File: src/rtl/timer_preset_editor.sv
`default_nettype none
// ============================================================================
//  Module   : timer_preset_editor
//  Purpose  : Button-driven HH:MM:SS BCD preset editor feeding count_down_timer.
//             Optional hold-to-repeat on inc/dec enabled by AUTO_REPEAT_EN.
//  Revision : 1.0  initial release
// ============================================================================
module timer_preset_editor #(
  parameter int MAX_HOUR  = 23,
  parameter int BLINK_DIV = 25_000_000
`ifdef AUTO_REPEAT_EN
  ,
  parameter int REPEAT_DELAY = 50_000_000,
  parameter int REPEAT_RATE  = 10_000_000
`endif
) (
  input  logic       clk,
  input  logic       rst,
  input  logic       enter_edit,
  input  logic       next_field,
  input  logic       inc,
  input  logic       dec,
  input  logic       confirm,
  input  logic       cancel,
  output logic [7:0] hour_bcd_out,
  output logic [7:0] minute_bcd_out,
  output logic [7:0] second_bcd_out,
  output logic       set_timer,
  output logic [7:0] disp_hour_bcd,
  output logic [7:0] disp_min_bcd,
  output logic [7:0] disp_sec_bcd,
  output logic       editing,
  output logic [1:0] field_sel,
  output logic       blink
);

  typedef enum logic [1:0] {
    IDLE   = 2'd0,
    EDIT_H = 2'd1,
    EDIT_M = 2'd2,
    EDIT_S = 2'd3
  } state_t;

  localparam logic [7:0] C_HOUR_MAX   = 8'(((MAX_HOUR / 10) << 4) | (MAX_HOUR % 10));
  localparam logic [7:0] C_MINSEC_MAX = 8'h59;
  localparam int         C_BLK_W      = (BLINK_DIV > 1) ? $clog2(BLINK_DIV) : 1;
  localparam logic [C_BLK_W-1:0] C_BLINK_LAST = C_BLK_W'(BLINK_DIV - 1);

  // Digit-wise BCD step; operands are always valid BCD so no correction pass is needed.
  function automatic logic [7:0] bcd_inc(input logic [7:0] v, input logic [7:0] vmax);
    logic [7:0] r;
    if (v >= vmax)
      r = 8'h00;
    else if (v[3:0] == 4'd9)
      r = {v[7:4] + 4'd1, 4'd0};
    else
      r = {v[7:4], v[3:0] + 4'd1};
    return r;
  endfunction

  function automatic logic [7:0] bcd_dec(input logic [7:0] v, input logic [7:0] vmax);
    logic [7:0] r;
    if (v == 8'h00)
      r = vmax;
    else if (v[3:0] == 4'd0)
      r = {v[7:4] - 4'd1, 4'd9};
    else
      r = {v[7:4], v[3:0] - 4'd1};
    return r;
  endfunction

  state_t     r_state;
  state_t     w_state;
  logic [7:0] r_wh;
  logic [7:0] r_wm;
  logic [7:0] r_ws;
  logic [7:0] w_wh;
  logic [7:0] w_wm;
  logic [7:0] w_ws;
  logic       r_inc_d;
  logic       r_dec_d;
  logic       w_inc_rise;
  logic       w_dec_rise;
  logic       w_up;
  logic       w_dn;
  logic       w_commit;
  logic       w_work_zero;
  logic       w_editing;
  logic [1:0] w_field_sel;
  logic [C_BLK_W-1:0] r_blink_cnt;

  assign w_inc_rise  = inc & ~r_inc_d;
  assign w_dec_rise  = dec & ~r_dec_d;
  assign w_work_zero = (r_wh == 8'h00) && (r_wm == 8'h00) && (r_ws == 8'h00);

`ifdef AUTO_REPEAT_EN
  localparam int C_REP_MAX = (REPEAT_DELAY > REPEAT_RATE) ? REPEAT_DELAY : REPEAT_RATE;
  localparam int C_REP_W   = $clog2(C_REP_MAX + 1);
  localparam logic [C_REP_W-1:0] C_DLY_LAST  = C_REP_W'(REPEAT_DELAY - 1);
  localparam logic [C_REP_W-1:0] C_RATE_LAST = C_REP_W'(REPEAT_RATE - 1);

  logic [C_REP_W-1:0] r_rep_cnt;
  logic               r_rep_fast;
  logic               w_hold_inc;
  logic               w_hold_dec;
  logic               w_rep_clr;
  logic               w_rep_fire;

  // A hold is only a continuation of an earlier press; the edge cycle itself steps normally.
  assign w_hold_inc = inc & r_inc_d & ~dec;
  assign w_hold_dec = dec & r_dec_d & ~inc;
  assign w_rep_clr  = (r_state == IDLE) | next_field | ~(w_hold_inc | w_hold_dec);
  assign w_rep_fire = ~w_rep_clr &
                      (r_rep_cnt == (r_rep_fast ? C_RATE_LAST : C_DLY_LAST));

  always_ff @(posedge clk or posedge rst) begin
    if (rst) begin
      r_rep_cnt  <= '0;
      r_rep_fast <= 1'b0;
    end else if (w_rep_clr) begin
      r_rep_cnt  <= '0;
      r_rep_fast <= 1'b0;
    end else if (w_rep_fire) begin
      r_rep_cnt  <= '0;
      r_rep_fast <= 1'b1;
    end else begin
      r_rep_cnt  <= r_rep_cnt + 1'b1;
    end
  end

  assign w_up = (w_inc_rise & ~w_dec_rise) | (w_rep_fire & w_hold_inc);
  assign w_dn = (w_dec_rise & ~w_inc_rise) | (w_rep_fire & w_hold_dec);
`else
  assign w_up = w_inc_rise & ~w_dec_rise;
  assign w_dn = w_dec_rise & ~w_inc_rise;
`endif

  // Next-state / working-value selection; priority cancel > confirm > next_field > step.
  always_comb begin
    w_state  = r_state;
    w_wh     = r_wh;
    w_wm     = r_wm;
    w_ws     = r_ws;
    w_commit = 1'b0;
    case (r_state)
      IDLE: begin
        if (enter_edit) begin
          w_state = EDIT_H;
          w_wh    = hour_bcd_out;
          w_wm    = minute_bcd_out;
          w_ws    = second_bcd_out;
        end
      end
      default: begin
        if (cancel) begin
          w_state = IDLE;
        end else if (confirm && !w_work_zero) begin
          w_state  = IDLE;
          w_commit = 1'b1;
        end else if (next_field) begin
          case (r_state)
            EDIT_H:  w_state = EDIT_M;
            EDIT_M:  w_state = EDIT_S;
            default: w_state = EDIT_H;
          endcase
        end else if (w_up || w_dn) begin
          case (r_state)
            EDIT_H:  w_wh = w_up ? bcd_inc(r_wh, C_HOUR_MAX)   : bcd_dec(r_wh, C_HOUR_MAX);
            EDIT_M:  w_wm = w_up ? bcd_inc(r_wm, C_MINSEC_MAX) : bcd_dec(r_wm, C_MINSEC_MAX);
            default: w_ws = w_up ? bcd_inc(r_ws, C_MINSEC_MAX) : bcd_dec(r_ws, C_MINSEC_MAX);
          endcase
        end
      end
    endcase
  end

  assign w_editing = (w_state != IDLE);

  always_comb begin
    w_field_sel = 2'd0;
    case (w_state)
      EDIT_M:  w_field_sel = 2'd1;
      EDIT_S:  w_field_sel = 2'd2;
      default: w_field_sel = 2'd0;
    endcase
  end

  always_ff @(posedge clk or posedge rst) begin
    if (rst) begin
      r_state        <= IDLE;
      r_wh           <= 8'h00;
      r_wm           <= 8'h00;
      r_ws           <= 8'h00;
      r_inc_d        <= 1'b0;
      r_dec_d        <= 1'b0;
      hour_bcd_out   <= 8'h00;
      minute_bcd_out <= 8'h00;
      second_bcd_out <= 8'h00;
      set_timer      <= 1'b0;
      disp_hour_bcd  <= 8'h00;
      disp_min_bcd   <= 8'h00;
      disp_sec_bcd   <= 8'h00;
      editing        <= 1'b0;
      field_sel      <= 2'd0;
      blink          <= 1'b0;
      r_blink_cnt    <= '0;
    end else begin
      r_state   <= w_state;
      r_wh      <= w_wh;
      r_wm      <= w_wm;
      r_ws      <= w_ws;
      r_inc_d   <= inc;
      r_dec_d   <= dec;
      set_timer <= w_commit;
      editing   <= w_editing;
      field_sel <= w_field_sel;

      if (w_commit) begin
        hour_bcd_out   <= r_wh;
        minute_bcd_out <= r_wm;
        second_bcd_out <= r_ws;
      end

      if (w_editing) begin
        disp_hour_bcd <= w_wh;
        disp_min_bcd  <= w_wm;
        disp_sec_bcd  <= w_ws;
      end else if (w_commit) begin
        disp_hour_bcd <= r_wh;
        disp_min_bcd  <= r_wm;
        disp_sec_bcd  <= r_ws;
      end else begin
        disp_hour_bcd <= hour_bcd_out;
        disp_min_bcd  <= minute_bcd_out;
        disp_sec_bcd  <= second_bcd_out;
      end

      // Blink phase restarts on every entry into edit mode.
      if (!w_editing || (r_state == IDLE)) begin
        r_blink_cnt <= '0;
        blink       <= 1'b0;
      end else if (r_blink_cnt == C_BLINK_LAST) begin
        r_blink_cnt <= '0;
        blink       <= ~blink;
      end else begin
        r_blink_cnt <= r_blink_cnt + 1'b1;
      end
    end
  end

endmodule
`default_nettype wire
File: config.mk
export PLATFORM = sky130hd
export DESIGN_NAME = timer_preset_editor
export DESIGN_NICKNAME = d
export VERILOG_FILES = /design/src/rtl/timer_preset_editor.sv
export SDC_FILE = /design/constraint.sdc
export NUM_CORES = 1
export LEC_CHECK = 0
export BUFFER_PORTS_ARGS = -buffer_cell sky130_fd_sc_hd__buf_2
export CORE_MARGIN = 2
export CORE_UTILIZATION = 49
export DETAILED_ROUTE_END_ITERATION = 8
export PLACE_DENSITY_LB_ADDON = 0.3
export SKIP_LAST_GASP = 1
export SLEW_MARGIN = 20
export SYNTH_ARGS = -nofsm -noshare
export SYNTH_HDL_FRONTEND = slang
export SYNTH_SLANG_ARGS = --single-unit
File: constraint.sdc
create_clock -name clk -period 9.1 [get_ports clk]
set_input_delay 1.365 -clock clk [delete_from_list [all_inputs] [get_ports clk]]
set_output_delay 1.365 -clock clk [all_outputs]
set_load 0.01 [all_outputs]
==> results of run 1 <==
[stage by stage]
stage               setup slack, ns  instances  util [%]  instance area (um2)
floorplan                     4.946        612         -                 5977
global placement              5.220        787     52.91                 6329
detailed placement            5.170        787     52.91                 6329
CTS                           5.534        803     55.64                 6655
global route                  5.371        803     55.64                 6655
finish                        5.530        803     55.64                 6655
[power breakdown]
part	switching, uW	internal [uW]	leakage (uW)
sequential	138	586	0.00143
clock	176	249	0.000163
combinational	517	366	0.00155
[cell families (layout without fill, tap and decap cells)]
| group | Yosys count | after routing |
|---|---|---|
| simple gates | 212 | 212 |
| flops | 106 | 106 |
| mux | 59 | 59 |
| compound gates | 124 | 124 |
| buf+inv | 69 | 113 |
| xor+xnor | 23 | 23 |
| fa+ha+maj | 19 | 19 |
[area by class of cell]
type	instances	area (um2)
clock buffer	10	239.0
timing repair buffer	65	337.8
tap	147	183.9
inverter	32	122.6
sequential	106	2653
fill	1046	5306
multi-input combinational	437	3032
clock inverter	6	87.58
[registers in the layout (all words and copies together) (netlist names)]
signal	cells
set_timer	1
field_sel	2
r_dec_d	1
r_wh	8
r_inc_d	1
r_state	2
disp_hour_bcd	8
second_bcd_out	8
disp_sec_bcd	8
minute_bcd_out	8
r_blink_cnt	25
hour_bcd_out	8
disp_min_bcd	8
blink	1
r_ws	8
r_wm	8
editing	1
[worst paths after layout]
check	depth (start not counted)	end	slack [ns]	from
setup / recovery	9	disp_sec_bcd[0]	5.53	inc
hold reg to reg	1	r_blink_cnt[0]	0.51	r_blink_cnt[0]
min in group asynchronous	2	r_wh[1]	1.08	rst
setup reg to reg	6	disp_sec_bcd[2]	5.58	r_wm[0]
hold / removal	1	r_blink_cnt[0]	0.51	r_blink_cnt[0]
max in group asynchronous	3	set_timer	6.85	rst
[layer usage]
layer,vias up,track usage (%),wire length (um)
met2,164,35.42,6734
met4,0,6.260,152
li1,2294,-,-
met5,-,0,0
met3,14,5.082,863
met1,2446,33.04,6740
[cell usage in the layout (no fill, tap or decap), types with 4 or more instances in the layout]
master,n
sky130_fd_sc_hd__dfrtp_1,106
sky130_fd_sc_hd__buf_2,60
sky130_fd_sc_hd__nor2_1,57
sky130_fd_sc_hd__nand2_1,48
sky130_fd_sc_hd__mux2_2,32
sky130_fd_sc_hd__o21ai_0,31
sky130_fd_sc_hd__inv_1,29
sky130_fd_sc_hd__mux2i_1,27
sky130_fd_sc_hd__nand3_1,25
sky130_fd_sc_hd__a21oi_1,20
sky130_fd_sc_hd__ha_1,19
sky130_fd_sc_hd__nor3_1,18
sky130_fd_sc_hd__xor2_1,12
sky130_fd_sc_hd__xnor2_1,11
sky130_fd_sc_hd__clkbuf_16,9
sky130_fd_sc_hd__nor4_1,8
sky130_fd_sc_hd__nand4_1,8
sky130_fd_sc_hd__nand2b_1,7
sky130_fd_sc_hd__a31oi_1,6
sky130_fd_sc_hd__nand3b_1,5
sky130_fd_sc_hd__a21o_1,5
sky130_fd_sc_hd__o221ai_1,5
sky130_fd_sc_hd__o311ai_0,5
sky130_fd_sc_hd__and3_1,5
sky130_fd_sc_hd__buf_4,5
sky130_fd_sc_hd__nor2b_1,4
sky130_fd_sc_hd__or4_1,4
sky130_fd_sc_hd__o32ai_1,4
sky130_fd_sc_hd__or3_1,4
sky130_fd_sc_hd__nor3b_1,4
sky130_fd_sc_hd__o31ai_1,4
sky130_fd_sc_hd__o22ai_1,4
sky130_fd_sc_hd__o211ai_1,4
==> results.py, run 1 <==
metrics = {
    "run_status": {
        "outcome": "finished, final reports clean",
    },
    "timing": {
        "remaining_max_slew_budget_at_the_tightest_pin_pct": 28.50,
        "final_hold_viol_count": 0,
        "worst_slew_pin_slew_ns": 1.070,
        "grt_setup_unrepaired": "no",
        "worst_hold_slack_ns": 0.5062,
        "setup_total_negative_slack_ns": 0,
        "timing.final.crit_period_ns": 3.570,
        "final.setup_skew_ns": 0.009302,
        "timing.final.crit_share_pct": 39.23,
        "final-setup-viol-count": 0,
        "maxSlewViolCount": 0,
        "fmax_mhz": 280.1,
    },
    "die": {
        "die_height_um": 114.4,
        "fp.dieArea_mm2": 0.01310,
        "design.portCount": 61,
        "initial_utilization_pct": 49.97,
        "die_width_um": 114.4,
        "rows": 40,
        "area_inside_the_core_boundary_mm2": 0.01196,
    },
    "finish": {
        "drive_gt1_share_pct": 18.75,
        "finalNetCount": 678,
        "area_growth_pct": 11.35,
        "antennaDiodeCount": 0,
    },
    "critical_path": {
        "worst_setup_path_class": "in -> reg",
        "critPathRequiredTime_ns": 9.33,
        "setup.worst_path.end_class": "register",
        "worst_path_dominant_cell_family": "simple AND/OR/NAND/NOR gates",
        "crit_path_max_fanout": 9,
        "start_kind": "primary input",
        "crit_chain": "buf_2, nor2b_1, ha_1, or3_1, nor4_4, a21o_1, nand2_1, o221a_2, mux2_2",
        "critPathMaxStageDelay_ns": 0.42,
        "crit_slowest_cell": "sky130_fd_sc_hd__or3_1",
        "crit_arrival_ns": 3.80,
        "critical_path.n_buffers_inverters": 1,
    },
    "detailed_routing": {
        "wl_per_cell_um": 18.05,
        "ant_nets_after_route": 0,
        "dr.pass1.iters": 5,
        "post-route-drc-count": 0,
        "dr_total_vias": 4918,
        "post_drt_via_cell_ratio": 6.125,
        "drt-total-wl_mm": 14.49,
        "starting_drt_drc_count": 400,
    },
    "synth": {
        "post_synth_main_area_contributors": "sky130_fd_sc_hd__dfrtp_1 (44%), sky130_fd_sc_hd__mux2_2 (6.0%), sky130_fd_sc_hd__mux2i_1 (4.5%), sky130_fd_sc_hd__ha_1 (4.0%), sky130_fd_sc_hd__nor2_1 (3.6%)",
        "number_of_synthesized_flops_with_an_enable_pin": 0,
        "ys_warn_count": 0,
        "syn-mean-instance-area_um2": 9.766,
        "yosysSeqAreaShare_pct": 44.38,
        "yosys.area.top_type_share_pct": 44.38,
        "post_synth_inst_count": 612,
        "main_combinational_cell_family_by_area_after_synthesis": "simple AND/OR/NAND/NOR gates",
        "post_synth_fa_ha_maj_area_fraction_pct": 3.977,
        "synthArstFlopShare_pct": 100.0,
        "synth.area.mux_share_pct": 10.55,
        "post_synth_most_frequent_cells": "sky130_fd_sc_hd__dfrtp_1 (106), sky130_fd_sc_hd__nor2_1 (57), sky130_fd_sc_hd__nand2_1 (48)",
        "synth_flop_cell": "sky130_fd_sc_hd__dfrtp_1",
        "mappedNetlistArea_mm2": 0.005977,
        "compound_gate_portion_of_the_synthesized_area_pct": 14.47,
        "synthSimpleGateAreaFrac_pct": 18.36,
        "synth.ff_latch_count": 106,
        "post-synth-top-count-cell": "sky130_fd_sc_hd__dfrtp_1",
        "synth_unique_cells": 65,
        "syn_nets": 639,
        "synth_xor_area_share_pct": 3.370,
        "yosys.area.top_type": "sky130_fd_sc_hd__dfrtp_1",
    },
    "worst_hold_path": {
        "timing.hold.worst.class": "reg -> reg",
    },
    "global_routing": {
        "gr-total-overflow": 0,
        "maximum_number_of_pins_on_one_net_before_global_route_repair": 61,
        "grt_first_pass_wirelength_mm": 23.73,
        "number_of_global_route_vias_before_repair": 4634,
        "gr-usage-all-layers_pct": 23.05,
        "antenna_found_initial": 0,
    },
    "clock_tree": {
        "cts_setup_buffers": 0,
        "resize_count_post_cts": 0,
        "htree_num_levels": 3,
        "cts_hold_repair.buffers": 0,
        "tritoncts_num_sinks": 106,
        "cts_buffer_depth": 2,
        "clock-root-buffer": "sky130_fd_sc_hd__clkbuf_16",
        "clk_pin_slew_worst_paths_ns": 0.07,
        "clkLatencyLatePin_ns": 0.35,
        "tritoncts": "built",
        "cts_buffers": 9,
    },
    "place": {
        "numPortBuffers": 60,
        "dp_hpwl_mm": 9.955,
        "finalWeightedCongestion": 0.8540,
    },
    "pwr": {
        "cellPowerDensity_mw_per_mm2": 305.6,
        "power_leakage_uw": 0.003148,
        "ir_drop_v": 0.0002005,
        "post-layout-total-power_uw": 2034,
    },
    "run": {
        "drv_cap": 0,
    },
}
No activity file was read; power rests on OpenSTA's default activity.
==> inputs of run 2 (changes only) <==
Clock period 9.1 ns to 3.6 ns, I/O delays scaled along.
==> run 2 against run 1 <==
Net effect:
- worst setup slack got worse by 5.1 ns
- clock-buffer cell count grew 2
- core utilization is 0.54 points higher
- clock skew rose by 0.0014 ns
- final cell count is 1.7% higher
- sequential share of layout area fell by 0.39 points
- die area unchanged
- clock power up 120%
- via count is 0.81% lower
- power up 150%
- wire length down 0.14%
- critical path type is now reg -> reg
- critical endpoint is now r_blink_cnt[17]
- highest routed layer unchanged
==> results.py, run 2 (synthesis results as in run 1) <==
metrics = {
    "timing": {
        "final_hold_viol_count": 0,
        "final-setup-viol-count": 0,
        "final.setup_skew_ns": 0.01072,
        "timing.final.crit_period_ns": 3.175,
        "worst_slack_setup_final_ns": 0.4250,
        "timing.final.crit_share_pct": 88.19,
        "fmax_mhz": 315.0,
        "remaining_max_slew_budget_at_the_tightest_pin_pct": 42.78,
        "worst_slew_pin_slew_ns": 0.8583,
        "grt_setup_unrepaired": "no",
        "maxSlewViolCount": 0,
        "setup_total_negative_slack_ns": 0,
    },
    "critical_path": {
        "crit_slowest_cell": "sky130_fd_sc_hd__or4_1",
        "r2r_cells": 7,
        "critPathRequiredTime_ns": 3.87,
        "worst_path_dominant_cell_family": "simple AND/OR/NAND/NOR gates",
        "rr_startpoint": "r_wh[0]",
        "crit_arrival_ns": 3.45,
        "setup.worst_path.end_class": "register",
        "crit-reg2reg-capture": "r_blink_cnt[17]",
        "critical_path.n_buffers_inverters": 1,
        "cp_common_cell": "sky130_fd_sc_hd__a21oi_1",
        "crit_path_max_fanout": 25,
        "worst_setup_path_class": "reg -> reg",
        "ff2ff_setup_slack_ns": 0.42,
        "critPathMaxStageDelay_ns": 0.95,
        "start_kind": "register",
        "crit_chain": "inv_1, ha_1, or4b_4, nor3_1, a21oi_1, or4_1, a21oi_1",
    },
    "worst_hold_path": {
        "min_path_cells": 1,
        "timing.hold.worst.class": "in -> reg",
        "hp-start": "inc",
        "timing.hold.worst_endpoint": "r_inc_d",
    },
    "clock_tree": {
        "clock-root-buffer": "sky130_fd_sc_hd__clkbuf_16",
        "cts_hold_repair.buffers": 0,
        "clk_pin_slew_worst_paths_ns": 0.07,
        "htree_num_levels": 3,
        "resize_count_post_cts": 0,
        "clkLatencyLatePin_ns": 0.36,
        "cts_buffers": 9,
        "cts_setup_buffers": 0,
        "cts_buffer_depth": 2,
        "tritoncts": "built",
        "tritoncts_num_sinks": 106,
    },
    "finish": {
        "antennaDiodeCount": 0,
        "layout_commonest_cell": "sky130_fd_sc_hd__dfrtp_1",
        "most-common-layout-cells": "sky130_fd_sc_hd__dfrtp_1 (106), sky130_fd_sc_hd__buf_2 (60), sky130_fd_sc_hd__nor2_1 (57)",
        "layout.filler_cells": 1036,
        "number_of_flip_flops_under_the_largest_register_name": 25,
        "drive_gt1_share_pct": 20.30,
        "non_filler_cells_in_the_finished_layout": 817,
        "area_growth_pct": 12.43,
        "finalNetCount": 693,
        "regMostFlops": "r_blink_cnt",
    },
    "die": {
        "design.portCount": 61,
        "die_width_um": 114.4,
        "initial_utilization_pct": 49.97,
        "rows": 40,
        "area_inside_the_core_boundary_mm2": 0.01196,
        "die_height_um": 114.4,
        "fp.dieArea_mm2": 0.01310,
    },
    "pwr": {
        "power_leakage_uw": 0.003199,
        "p_sw_uw": 2100,
        "sequentialPowerShare_pct": 35.2,
        "power.share.switching_pct": 41.47,
        "combinationalPowerShare_pct": 46.2,
        "cell_internal_power_uw": 2964,
        "cellPowerDensity_mw_per_mm2": 753.5,
        "ir_drop_v": 0.0004458,
        "power_share_of_the_clock_group_pct": 18.6,
    },
    "global_routing": {
        "antenna_found_initial": 0,
        "number_of_global_route_vias_before_repair": 4679,
        "maximum_number_of_pins_on_one_net_before_global_route_repair": 69,
        "gr-total-overflow": 0,
        "gr-usage-all-layers_pct": 23.45,
        "grt_first_pass_wirelength_mm": 24.06,
    },
    "detailed_routing": {
        "drt-total-wl_mm": 14.47,
        "post_drt_via_cell_ratio": 5.971,
        "dr_total_vias": 4878,
        "wl_per_cell_um": 17.71,
        "dr.pass1.iters": 5,
        "post-route-drc-count": 0,
        "starting_drt_drc_count": 375,
        "ant_nets_after_route": 0,
    },
    "place": {
        "dp_hpwl_mm": 10.19,
        "numPlacedInstances": 802,
        "numPortBuffers": 60,
        "dp_slack_ns": 0.4821,
        "finalWeightedCongestion": 0.9262,
    },
    "run": {
        "drv_cap": 0,
    },
    "run_status": {
        "outcome": "finished, final reports clean",
    },
}
==> run 2: worst max-delay path by stage <==
stage                 start         endpoint  cells past startpoint
finish              r_wh[0]  r_blink_cnt[17]                      7
global route        r_wh[0]  r_blink_cnt[13]                      7
CTS                 r_wh[0]  r_blink_cnt[19]                      7
detailed placement  r_wh[0]  r_blink_cnt[13]                      7
global placement        inc  disp_sec_bcd[0]                      9
floorplan               rst            blink                      1
==> run 2: final cells by class <==
type                    instances  area (um2)  area share (%)
clock inverters                 3       22.52          0.3351
flip-flops and latches        106        2653           39.47
multi-input cells             437        3032           45.11
well taps                     147       183.9           2.737
inverters                      32       122.6           1.825
clock buffers                  12       256.5           3.817
repair buffers                 80       450.4           6.703
==> run 2: through the flow <==
step | hold WS [ns] | util (%) | area [um2] | power, uW
6_report | 0.3007 | 56.18 | 6720 | 5064
3_5_place_dp | 0.4984 | 53.85 | 6441 | 4100
5_1_grt | 0.2967 | 56.18 | 6720 | 5417
3_3_place_gp | 0.4889 | 53.85 | 6441 | 4050
4_1_cts | 0.2904 | 56.18 | 6720 | 5067
2_1_floorplan | 0.4633 | - | 5977 | 3417
==> run 2: power groups by stage <==
stage | Sequential, uW | Combinational [uW] | Clock (uW)
2_1_floorplan | 1780 | 1640 | 0
6_report | 1780 | 2340 | 942
5_1_grt | 1830 | 2580 | 1010
3_5_place_dp | 1800 | 2300 | 0
3_3_place_gp | 1790 | 2260 | 0
4_1_cts | 1780 | 2320 | 964
==> run 2: routing by layer <==
layer / share of wire (%) / track usage [%] / routed length (um)
met4: 1.6 / 7.073 / 226
met1: 47 / 33.32 / 6843
met3: 4.9 / 5.188 / 703
met2: 46 / 36.02 / 6696
met5: 0 / 0 / 0
==> run 2: worst reg2reg max path: cells and delay by family (launching register included) <==
| kind | cells | cell delay (ns) |
|---|---|---|
| simple gates | 3 | 1.83 |
| compound gates | 2 | 0.46 |
| buf+inv | 1 | 0.11 |
| fa+ha+maj | 1 | 0.25 |
| flops | 1 | 0.44 |
==> inputs of run 3 (changes only) <==
Settings changed: BUFFER_PORTS_ARGS -buffer_cell sky130_fd_sc_hd__buf_2 to default, DONT_BUFFER_PORTS from default to 1.
==> run 3 against run 2 <==
Net effect:
- critical path depth stayed put
- core utilization is 2.4 points lower
- non-clock buffer count is 63 lower
- maximum frequency is 0.54% higher
- worst setup slack better by 0.017 ns
- register-to-register slack better by 0.02 ns
- sequential power is 9% higher
- highest routed layer unchanged
- via count is 5.1% lower
- die area stayed put
- final cell count is 7.6% lower
- critical path type unchanged
==> results.py, run 3 (synthesis results as in run 1) <==
metrics = {
    "timing": {
        "final.setup_skew_ns": 0.006426,
        "fmax_mhz": 316.7,
        "final_hold_viol_count": 0,
        "final-setup-viol-count": 0,
        "timing.final.crit_share_pct": 87.72,
        "worst_slew_pin_slew_ns": 0.8127,
        "remaining_max_slew_budget_at_the_tightest_pin_pct": 45.82,
        "setup_total_negative_slack_ns": 0,
        "timing.final.crit_period_ns": 3.158,
        "grt_setup_unrepaired": "no",
        "maxSlewViolCount": 0,
    },
    "die": {
        "die_width_um": 114.4,
        "rows": 40,
        "fp.dieArea_mm2": 0.01310,
        "design.portCount": 61,
        "initial_utilization_pct": 49.97,
        "area_inside_the_core_boundary_mm2": 0.01196,
        "die_height_um": 114.4,
    },
    "detailed_routing": {
        "dr.pass1.iters": 5,
        "post_drt_via_cell_ratio": 6.132,
        "dr_total_vias": 4630,
        "ant_nets_after_route": 0,
        "starting_drt_drc_count": 302,
        "drt-total-wl_mm": 13.98,
        "wl_per_cell_um": 18.51,
        "post-route-drc-count": 0,
    },
    "clock_tree": {
        "cts_buffer_depth": 2,
        "htree_num_levels": 3,
        "clkLatencyLatePin_ns": 0.36,
        "tritoncts": "built",
        "tritoncts_num_sinks": 106,
        "cts_hold_repair.buffers": 0,
        "clock-root-buffer": "sky130_fd_sc_hd__clkbuf_16",
        "cts_setup_buffers": 0,
        "clk_pin_slew_worst_paths_ns": 0.07,
        "cts_buffers": 9,
        "resize_count_post_cts": 0,
    },
    "place": {
        "finalWeightedCongestion": 0.9098,
        "numPlacedInstances": 739,
        "numPortBuffers": 0,
        "dp_hpwl_mm": 9.621,
    },
    "global_routing": {
        "gr-usage-all-layers_pct": 22.36,
        "gr-total-overflow": 0,
        "antenna_found_initial": 0,
        "grt_first_pass_wirelength_mm": 22.97,
        "maximum_number_of_pins_on_one_net_before_global_route_repair": 80,
        "number_of_global_route_vias_before_repair": 4424,
    },
    "finish": {
        "number_of_flip_flops_under_the_largest_register_name": 25,
        "non_filler_cells_in_the_finished_layout": 755,
        "regMostFlops": "r_blink_cnt",
        "finalNetCount": 630,
        "antennaDiodeCount": 0,
        "most-common-layout-cells": "sky130_fd_sc_hd__dfrtp_1 (106), sky130_fd_sc_hd__nor2_1 (57), sky130_fd_sc_hd__nand2_1 (48)",
        "area_growth_pct": 7.620,
        "layout_commonest_cell": "sky130_fd_sc_hd__dfrtp_1",
        "drive_gt1_share_pct": 12.34,
        "layout.filler_cells": 1036,
    },
    "pwr": {
        "ir_drop_v": 0.0004032,
        "cellPowerDensity_mw_per_mm2": 768.1,
        "power_leakage_uw": 0.002892,
    },
    "critical_path": {
        "rr_startpoint": "r_wh[0]",
        "r2r_cells": 7,
        "ff2ff_setup_slack_ns": 0.44,
        "crit_path_max_fanout": 25,
        "crit-reg2reg-capture": "r_blink_cnt[17]",
        "crit_arrival_ns": 3.43,
        "setup.worst_path.end_class": "register",
        "worst_setup_path_class": "reg -> reg",
        "start_kind": "register",
        "critPathRequiredTime_ns": 3.87,
    },
    "run_status": {
        "outcome": "finished, final reports clean",
    },
    "worst_hold_path": {
        "timing.hold.worst.class": "in -> async",
    },
    "run": {
        "drv_cap": 0,
    },
}
-- run 3: cell types whose count changed in the layout (fill, tap and decap cells not counted), sizes merged --
cell | previous run | this run
clkbuf | 12 | 10
bufinv | 0 | 1
clkinv | 2 | 3
clkinvlp | 0 | 1
buf | 80 | 17
-- run 3: layer usage --
layer	vias to the layer above	global-route usage (%)	wire length, um
met5	-	0	0
met4	0	8.618	240
met3	18	6.088	1035
met2	158	32.94	6356
met1	2251	31.50	6344
li1	2203	-	-
-- run 3: report_power, final --
group / total [uW] / switching, uW / internal [uW]
clock: 1030 / 464 / 566
sequential: 1940 / 457 / 1480
combinational: 1970 / 1140 / 832
-- run 3: worst max path at each step --
stage            start              end  slack, ns  depth (start not counted)
2_1_floorplan      rst            blink       0.27                          1
3_3_place_gp   r_wh[0]  disp_min_bcd[5]       0.59                          9
3_5_place_dp   r_wh[1]  r_blink_cnt[17]       0.46                          7
4_1_cts        r_wh[0]  r_blink_cnt[13]       0.45                          7
5_1_grt        r_wh[0]  r_blink_cnt[13]       0.22                          7
6_report       r_wh[0]  r_blink_cnt[17]       0.44                          7
-- run 3: worst max-delay path, cell delays in order, from the launching register on --
cell,delay (ns)
sky130_fd_sc_hd__dfrtp_1,0.44
sky130_fd_sc_hd__inv_1,0.12
sky130_fd_sc_hd__ha_1,0.26
sky130_fd_sc_hd__or4b_4,0.53
sky130_fd_sc_hd__nor3_1,0.31
sky130_fd_sc_hd__a21oi_1,0.20
sky130_fd_sc_hd__or4_1,0.93
sky130_fd_sc_hd__a21oi_1,0.28
-- run 3: cell type report --
class / instances / area (um2) / share of cell area, %
well taps: 147 / 183.9 / 2.859
repair buffers: 17 / 127.6 / 1.984
clock buffers: 10 / 239.0 / 3.715
flip-flops and latches: 106 / 2653 / 41.24
inverters: 32 / 125.1 / 1.945
clock inverters: 6 / 72.57 / 1.128
multi-input cells: 437 / 3032 / 47.13
-- run 3: metrics by stage --
stage | worst slack [ns] | utilization (%) | instance area (um2) | total power [uW] | hold slack, ns
final | 0.4421 | 53.78 | 6432 | 4941 | 0.1551
after global routing | 0.2228 | 53.78 | 6432 | 5284 | 0.1890
after CTS | 0.4505 | 53.76 | 6430 | 4939 | 0.1932
after detailed placement | 0.4621 | 51.15 | 6118 | 3891 | 0.5019
after global placement | 0.5921 | 51.15 | 6118 | 3846 | 0.4931
after floorplan | 0.2711 | - | 5977 | 3417 | 0.4633
